===== src/rtl/iob_ptfloat2double_arb.sv =====
// Round-robin arbiter sharing one posit-to-double converter among N_REQ requesters.
// One conversion in flight; the result is held until the owning requester's response is accepted.

`ifndef EXP_MAX_W
`define EXP_MAX_W 12
`endif
`ifndef MAN_MAX_W
`define MAN_MAX_W 32
`endif
`ifndef FP_DP_DATA_W
`define FP_DP_DATA_W 64
`endif

module iob_ptfloat2double_arb #(
  parameter int unsigned DATA_W = 32,
  parameter int unsigned EW_W   = 4,
  parameter int unsigned N_REQ  = 4
) (
  input  logic                          clk_i,
  input  logic                          arst_n_i,
  input  logic                          cke_i,
  input  logic [N_REQ-1:0]              req_valid_i,
  output logic [N_REQ-1:0]              req_ready_o,
  input  logic [N_REQ*`EXP_MAX_W-1:0]   req_exp_i,
  input  logic [N_REQ*`MAN_MAX_W-1:0]   req_man_i,
  output logic                          rsp_valid_o,
  input  logic                          rsp_ready_i,
  output logic [$clog2(N_REQ)-1:0]      rsp_id_o,
  output logic [`FP_DP_DATA_W-1:0]      rsp_fp_o,
  output logic                          conv_start_o,
  input  logic                          conv_done_i,
  output logic [`EXP_MAX_W-1:0]         conv_exp_o,
  output logic [`MAN_MAX_W-1:0]         conv_man_o,
  input  logic [`FP_DP_DATA_W-1:0]      conv_fp_i
);

  localparam int unsigned ID_W = $clog2(N_REQ);

  localparam logic [1:0] IDLE  = 2'd0;
  localparam logic [1:0] START = 2'd1;
  localparam logic [1:0] WAIT  = 2'd2;
  localparam logic [1:0] RESP  = 2'd3;

  if (N_REQ < 2 || N_REQ > 8) begin : g_bad_n_req
    $error("N_REQ must be in 2..8");
  end
  if (DATA_W > `MAN_MAX_W || EW_W > `EXP_MAX_W) begin : g_bad_width
    $error("DATA_W/EW_W exceed the converter operand widths");
  end

  logic [1:0]      state_q, state_d;
  logic [ID_W-1:0] ptr_q;
  logic [ID_W-1:0] owner_q;
  logic            start_q;
  logic [ID_W-1:0] win;
  logic            found;
  logic            grant;

  // (a + b) mod N_REQ for a < N_REQ, b <= N_REQ
  function automatic logic [ID_W-1:0] wrap_add(input logic [ID_W-1:0] a, input int unsigned b);
    logic [ID_W:0] s;
    s = {1'b0, a} + (ID_W+1)'(b);
    if (s >= (ID_W+1)'(N_REQ)) s = s - (ID_W+1)'(N_REQ);
    return s[ID_W-1:0];
  endfunction

  always_comb begin
    win   = '0;
    found = 1'b0;
    for (int unsigned i = 0; i < N_REQ; i++) begin
      if (!found && req_valid_i[wrap_add(ptr_q, i)]) begin
        found = 1'b1;
        win   = wrap_add(ptr_q, i);
      end
    end
  end

  // Gated by reset and enable so no accept is ever seen while frozen or held in reset.
  assign grant = arst_n_i && cke_i && (state_q == IDLE) && found;

  always_comb begin
    req_ready_o = '0;
    for (int unsigned k = 0; k < N_REQ; k++) begin
      req_ready_o[k] = grant && (win == ID_W'(k));
    end
  end

  assign conv_start_o = start_q && cke_i;

  always_comb begin
    state_d = state_q;
    case (state_q)
      IDLE:    if (grant) state_d = START;
      START:   state_d = WAIT;
      WAIT:    if (conv_done_i) state_d = RESP;
      RESP:    if (rsp_ready_i) state_d = IDLE;
      default: state_d = IDLE;
    endcase
  end

  always_ff @(posedge clk_i or negedge arst_n_i) begin
    if (!arst_n_i) begin
      state_q     <= IDLE;
      ptr_q       <= '0;
      owner_q     <= '0;
      start_q     <= 1'b0;
      rsp_valid_o <= 1'b0;
      rsp_id_o    <= '0;
      rsp_fp_o    <= '0;
      conv_exp_o  <= '0;
      conv_man_o  <= '0;
    end else if (cke_i) begin
      state_q <= state_d;
      start_q <= grant;
      if (grant) begin
        ptr_q      <= wrap_add(win, 1);
        owner_q    <= win;
        conv_exp_o <= req_exp_i[int'(win)*`EXP_MAX_W +: `EXP_MAX_W];
        conv_man_o <= req_man_i[int'(win)*`MAN_MAX_W +: `MAN_MAX_W];
      end
      if (state_q == WAIT && conv_done_i) begin
        rsp_valid_o <= 1'b1;
        rsp_id_o    <= owner_q;
        rsp_fp_o    <= conv_fp_i;
      end
      if (state_q == RESP && rsp_ready_i) begin
        rsp_valid_o <= 1'b0;
      end
    end
  end

endmodule


===== config.mk =====
export PLATFORM = sky130hd
export DESIGN_NAME = iob_ptfloat2double_arb
export DESIGN_NICKNAME = d
export VERILOG_FILES = /design/src/rtl/iob_ptfloat2double_arb.sv
export SDC_FILE = /design/constraint.sdc
export NUM_CORES = 1
export LEC_CHECK = 0
export ABC_AREA = 1
export BUFFER_PORTS_ARGS = -buffer_cell sky130_fd_sc_hd__buf_2
export CELL_PAD_IN_SITES_DETAIL_PLACEMENT = 0
export CELL_PAD_IN_SITES_GLOBAL_PLACEMENT = 1
export CORE_AREA = 2 2 149 165
export CTS_BUF_LIST = sky130_fd_sc_hd__clkbuf_16
export DETAILED_ROUTE_END_ITERATION = 10
export DIE_AREA = 0 0 151 167
export GPL_ROUTABILITY_DRIVEN = 0
export HOLD_SLACK_MARGIN = 0.08
export PLACE_DENSITY = 0.77
export SLEW_MARGIN = 20
export SYNTH_ARGS = -nofsm -noshare
export SYNTH_HDL_FRONTEND = slang
export SYNTH_SLANG_ARGS = --single-unit

===== constraint.sdc =====
create_clock -name clk_i -period 1.8 [get_ports clk_i]
set_input_delay 0 -clock clk_i [delete_from_list [all_inputs] [get_ports clk_i]]
set_output_delay 0 -clock clk_i [all_outputs]
set_load 0.005 [all_outputs]

# Word level (Yosys, flattened, before mapping)
# Cells that the tools add are included.
# classes
muxes,27
n_shift,2
multipliers,1
magnitude_cmp,9
n_addsub,9
n_eq_ne,9
reduce_logical,23
# ops
op,count
128-bit by 8-bit variable part select with 32-bit output,1
48-bit by 7-bit variable part select with 12-bit output,1
2-bit two-way mux,12
1-bit logical AND,13
"3-bit greater-or-equal comparator, second input constant",4
"2-bit by 3-bit < comparator with 1-bit output, second input constant",4
1-bit two-way mux,10
"2-bit by 1-bit subtractor with 2-bit output, second input constant",5
1-bit binary-select mux with 2-bit select,4
"2-bit equality test, second input constant",4
2-bit one-hot mux with 4 select lines,1
"2-bit by 1-bit adder with 3-bit output, second input constant",2
"2-bit by 2-bit adder with 3-bit output, second input constant",2
"2-bit inequality test, second input constant",3
2-bit AND reduction,3
"2-bit by 1-bit equality test with 1-bit output, second input constant",2
2-bit zero test,2
"2-bit by 2-bit multiplier with 4-bit output, second input constant",1
4-bit AND reduction,1
"2-bit by 3-bit greater-or-equal comparator with 1-bit output, second input constant",1
1-bit zero test,3
2-bit nonzero test,1
# word_totals
elab_cells,89
output_inout_bits,116
inputBits,249
regBits,118

# Logic depth before layout (Yosys ltp)
# depth
ltp_word,17
mapped_depth,18
mapped_depth_nobuf,15

# Worst setup path before layout
# Ideal clock, no wire load.
# synth_path
path_type,flip-flop to flip-flop
start,register ptr_q[0]
end,register ptr_q[1]
path_slack_ps,-180
stages_incl_launch_ff,15
n_path_buf,3
setup_time_ps,126
required_ps,1674
period_less_slack_ps,1980
arrival_ps,1854
path_cell_list,dfrtp_1 buf_2 nand2_1 nand2_1 nand2_1 nand2_1 nor2_4 nand3_4 nand3_2 buf_6 inv_2 buf_4 ha_1 nand2_1 o21ai_0
# synth_via
elab_chain_len,17
word_cells_on_any_way,43
classes_between,add/sub (9); order compare (5); mux (21); reduce/logical (8)
# synth_lines
element,line_no,source
start: declaration,52,logic [ID_W-1:0] ptr_q;
start signal: assignment,116,"ptr_q <= wrap_add(win, 1);"
branches (longest 13 deep; another with 2-bit by 1-bit adder with 3-bit output),n/a,
2-bit two-way mux *,71,"if (!found && req_valid_i[wrap_add(ptr_q, i)]) begin"
via win[0],55,logic [ID_W-1:0] win;
2-bit by 1-bit adder with 3-bit output *,62,"s = {1'b0, a} + (ID_W+1)'(b);"
3-bit greater-or-equal comparator or 2-bit by 1-bit subtractor with 2-bit output (tied branches),63,if (s >= (ID_W+1)'(N_REQ)) s = s - (ID_W+1)'(N_REQ);
2-bit two-way mux *,63,
# Mark *: on every way through the listed nets, which the timed path passes. The select of a mux whose other input is x is not followed.
# A chain may end at the register's enable or synchronous reset.

# Worst setup path after layout
# layout_path
start,register ptr_q[0]
end,output req_ready_o[2]
# layout_via
elab_chain_len,16
word_cells_on_any_way,40
classes_between,add/sub (7); order compare (4); eq/ne (1); mux (20); reduce/logical (8)
# layout_lines
element,line_no,source
branches (longest 15 deep; another with 2-bit by 1-bit adder with 3-bit output),n/a,
1-bit logical AND *,84,req_ready_o[k] = grant && (win == ID_W'(k));
end: declaration,23,"output logic [N_REQ-1:0] req_ready_o,"
# Every way passes the cells marked *. The select of a mux whose other input is x is not followed.

==> impl_metrics.env <==
export IMPL_outcome="finished with violations"
export IMPL_violations="setup timing"
export IMPL_grt_antenna_before_repair=1
export IMPL_start_kind="flip-flop"
export IMPL_ios=365
export IMPL_drt_pass1_iterations=7
export IMPL_diodes=0
export IMPL_cp_top_family="simple AND/OR/NAND/NOR gates"
export IMPL_rows=59
export IMPL_r2r_cells=17
export IMPL_finalCritPeriodShare=1.26
export IMPL_grt_pass1_wl_mm=43.4
export IMPL_area_growth_syn_to_layout_pct=100
export IMPL_cap_viol_max_count=0
export IMPL_track_usage=0.220
export IMPL_power_leakage_nw=7.16
export IMPL_coreArea_mm2=0.0235
export IMPL_fmax_mhz=442
export IMPL_grt_start_max_net_pins=119
export IMPL_rsz0062_at_grt="yes"
export IMPL_cpMaxStageDelayCell="dfrtp_2"
export IMPL_powerDensity_mw_per_mm2=1710
export IMPL_drc_errors=0
export IMPL_path_max_fanout=4
export IMPL_setup_viol=55
export IMPL_setup_worst_path_end_class="primary output"
export IMPL_path_cells="buf_4, clkinvlp_4, nand2_2, nand2_4, nand2_2, nand2_2, nor2_4, nand3_4, nand3_4, buf_6, ha_1, inv_1, nor2_1, buf_2"
export IMPL_numCtsBuffers=17
export IMPL_htreeDepth=4
export IMPL_clock_skew_ns=0.00919
export IMPL_synth_common_cells="nand2_1, dfrtp_1, nand3_1, mux2_2, inv_1"
export IMPL_die_y_um=167
export IMPL_dpl_hpwl_mm=16.7
export IMPL_synth_distinct_cells=24
export IMPL_clock_sinks=118
export IMPL_ys_top_cells_by_area="dfrtp_1, nand2_1, mux2_2"
export IMPL_via_count=8173
export IMPL_cp_arrival_ns=2.26
export IMPL_synth_top_area_cell="dfrtp_1"
export IMPL_cts_root_buffer="clkbuf_16"
export IMPL_clk_latency_ns=0.42
export IMPL_crit_top_cell="nand2_2"
export IMPL_vias_per_cell=4.50
export IMPL_wl_per_cell_um=15.6
export IMPL_final_max_slew_violation_count=0
export IMPL_timing_setup_tns_ns=-20.32
export IMPL_hold_ws_ns=0.277
export IMPL_cts_clk_slew_worst_paths_ns=0.06
export IMPL_path_class="flip-flop to primary output"
export IMPL_hold_class="primary input to asynchronous set/reset pin"
export IMPL_cts_path_max_buffers=2
export IMPL_first_global_vias=8665
export IMPL_overflow=0
export IMPL_fin_util=0.556
export IMPL_period_needed_ns=2.26
export IMPL_drt_wl_total_mm=28.4
export IMPL_synthArstFlopShare=1.00
export IMPL_synth_edf_count=0
export IMPL_start_util=0.277
export IMPL_drive_above_1_share=0.419
export IMPL_max_stage_delay_ns=0.37
export IMPL_drt_iter0_markers=335
export IMPL_numPortBuffers=364
export IMPL_die_area_mm2=0.0252
export IMPL_slew_headroom=0.551
export IMPL_syn_cell_area_mm2=0.00651
export IMPL_ant_nets=0
export IMPL_nNetsFinal=1754
export IMPL_synth_avg_cell_area_um2=7.69
export IMPL_synth_seq_area_share=0.454
export IMPL_critPathRequiredTime_ns=1.80
export IMPL_die_width_um=151
export IMPL_syn_num_nets=1103
export IMPL_path_depth=14
export IMPL_vdd_drop_max_mv=1.22
export IMPL_synthMostInstantiatedCell="nand2_1"
export IMPL_synth_ff_type="dfrtp_1"
export IMPL_finalHoldViolations=0
export IMPL_ys_ff_latch=118
export IMPL_worstMarginPinSlew_ns=0.674
export IMPL_synth_top_area_frac=0.454
export IMPL_synth_cells=846
export IMPL_yosys_warnings=0
export IMPL_fin_ws_ns=-0.460
export IMPL_crit_buf_inv=5
export IMPL_cts_tree="done"
-- worst register-to-register path: stages, from the launching register on --
cell and delay (ns):
dfrtp_2 0.37, buf_4 0.15, clkinvlp_4 0.13, nand2_2 0.09, nand2_4 0.06, nand2_2 0.06, nand2_2 0.06, nor2_4 0.15
nand4_1 0.17, nand2_4 0.13, inv_4 0.05, buf_6 0.12, nor2_4 0.17, buf_12 0.14, buf_12 0.10, buf_16 0.13
nand2_1 0.06, nand3_1 0.06
-- power by group --
group	total, mW	switching (mW)	internal, mW
logic	14.2	7.45	6.70
clock network	3.54	1.44	2.10
registers	4.57	0.658	3.91
total	22.3	9.55	12.7
-- registers in the layout (all words and copies together), names as in the netlist --
signal	count
owner_q	2
rsp_id_o	2
ptr_q	2
conv_man_o	32
state_q	2
rsp_fp_o	64
start_q	1
conv_exp_o	12
rsp_valid_o	1
-- metal layers --
layer  part of all wire  global-route usage  vias to the layer above
li1                   -                   -                     3946
met1               0.38               0.237                     3751
met2               0.51               0.397                      389
met3              0.070              0.0562                       85
met4              0.042               0.102                        2
met5            0.00046                   0                        -
-- layout by cell type, fill, tap and decap left out, types with 2 or more instances in the layout --
cell | synthesis | routed
dfrtp_1 | 118 | 117
bufinv_16 | 0 | 2
a21oi_1 | 4 | 4
ha_4 | 0 | 2
inv_2 | 3 | 5
inv_6 | 0 | 8
nor2_4 | 3 | 4
inv_8 | 0 | 3
buf_4 | 7 | 29
nand3_4 | 1 | 5
nor2_1 | 8 | 7
clkbuf_16 | 0 | 19
inv_4 | 0 | 2
nand3_2 | 1 | 24
nand3_1 | 91 | 64
buf_8 | 0 | 3
buf_2 | 23 | 363
clkinvlp_4 | 0 | 3
inv_1 | 61 | 56
buf_12 | 0 | 17
nand2_1 | 423 | 370
mux2_2 | 64 | 64
nand2_2 | 1 | 28
buf_6 | 3 | 9
dlygate4sd3_1 | 0 | 244
ha_1 | 8 | 6
o21ai_0 | 7 | 6
buf_16 | 0 | 9
nand2_4 | 1 | 26
-- stage by stage --
stage | cell area (um2) | worst slack, ns | power [mW] | cells
CTS | 12800 | -0.457 | 21.7 | 1808
global route | 13000 | -0.597 | 24.0 | 1815
finish | 13000 | -0.460 | 22.3 | 1815
global placement | 8910 | -0.238 | 14.7 | 1505
detailed placement | 8910 | -0.320 | 14.7 | 1505
floorplan | 6530 | -0.117 | 10.9 | 846
-- path summary, 6_finish.rpt --
path	startpoint	to	slack (ns)
worst max-delay path	ptr_q[0]	req_ready_o[2]	-0.46
worst min-delay path	arst_n_i	conv_exp_o[0]	0.28
worst max register to register	ptr_q[0]	conv_exp_o[10]	-0.45
worst min register to register	conv_man_o[13]	conv_man_o[13]	0.47
max in group asynchronous	arst_n_i	conv_man_o[15]	0.99
min in group clk_i	conv_fp_i[18]	rsp_fp_o[18]	0.35
-- logic make-up after synthesis --
kind of cell	after synthesis	share of synthesized area
mux	64	0.111
compound gates	15	0.0125
buf+inv	111	0.0759
simple gates	530	0.332
flops	118	0.454
fa+ha+maj	8	0.0154
-- layout make-up --
type                       count  area, um2
clock buffer                  17        425
clock inverter                15        179
fill                        2003      10400
inverter                      64        250
multi-input combinational    618       3550
sequential                   118       2950
tap                          305        382
timing repair buffer         677       5290
timing repair inverter         1       7.51
-- repair_timing --
item | in CTS | in global routing
hold endpoints to repair | 230 | 0
cloned | 11 | 2
resized for setup | 131 | 24
setup endpoints to repair | 55 | 55
pin swaps | 17 | 5
hold buffers | 244 | 0
buffers inserted | 18 | 5
No activity file was read; power rests on OpenSTA's default activity.
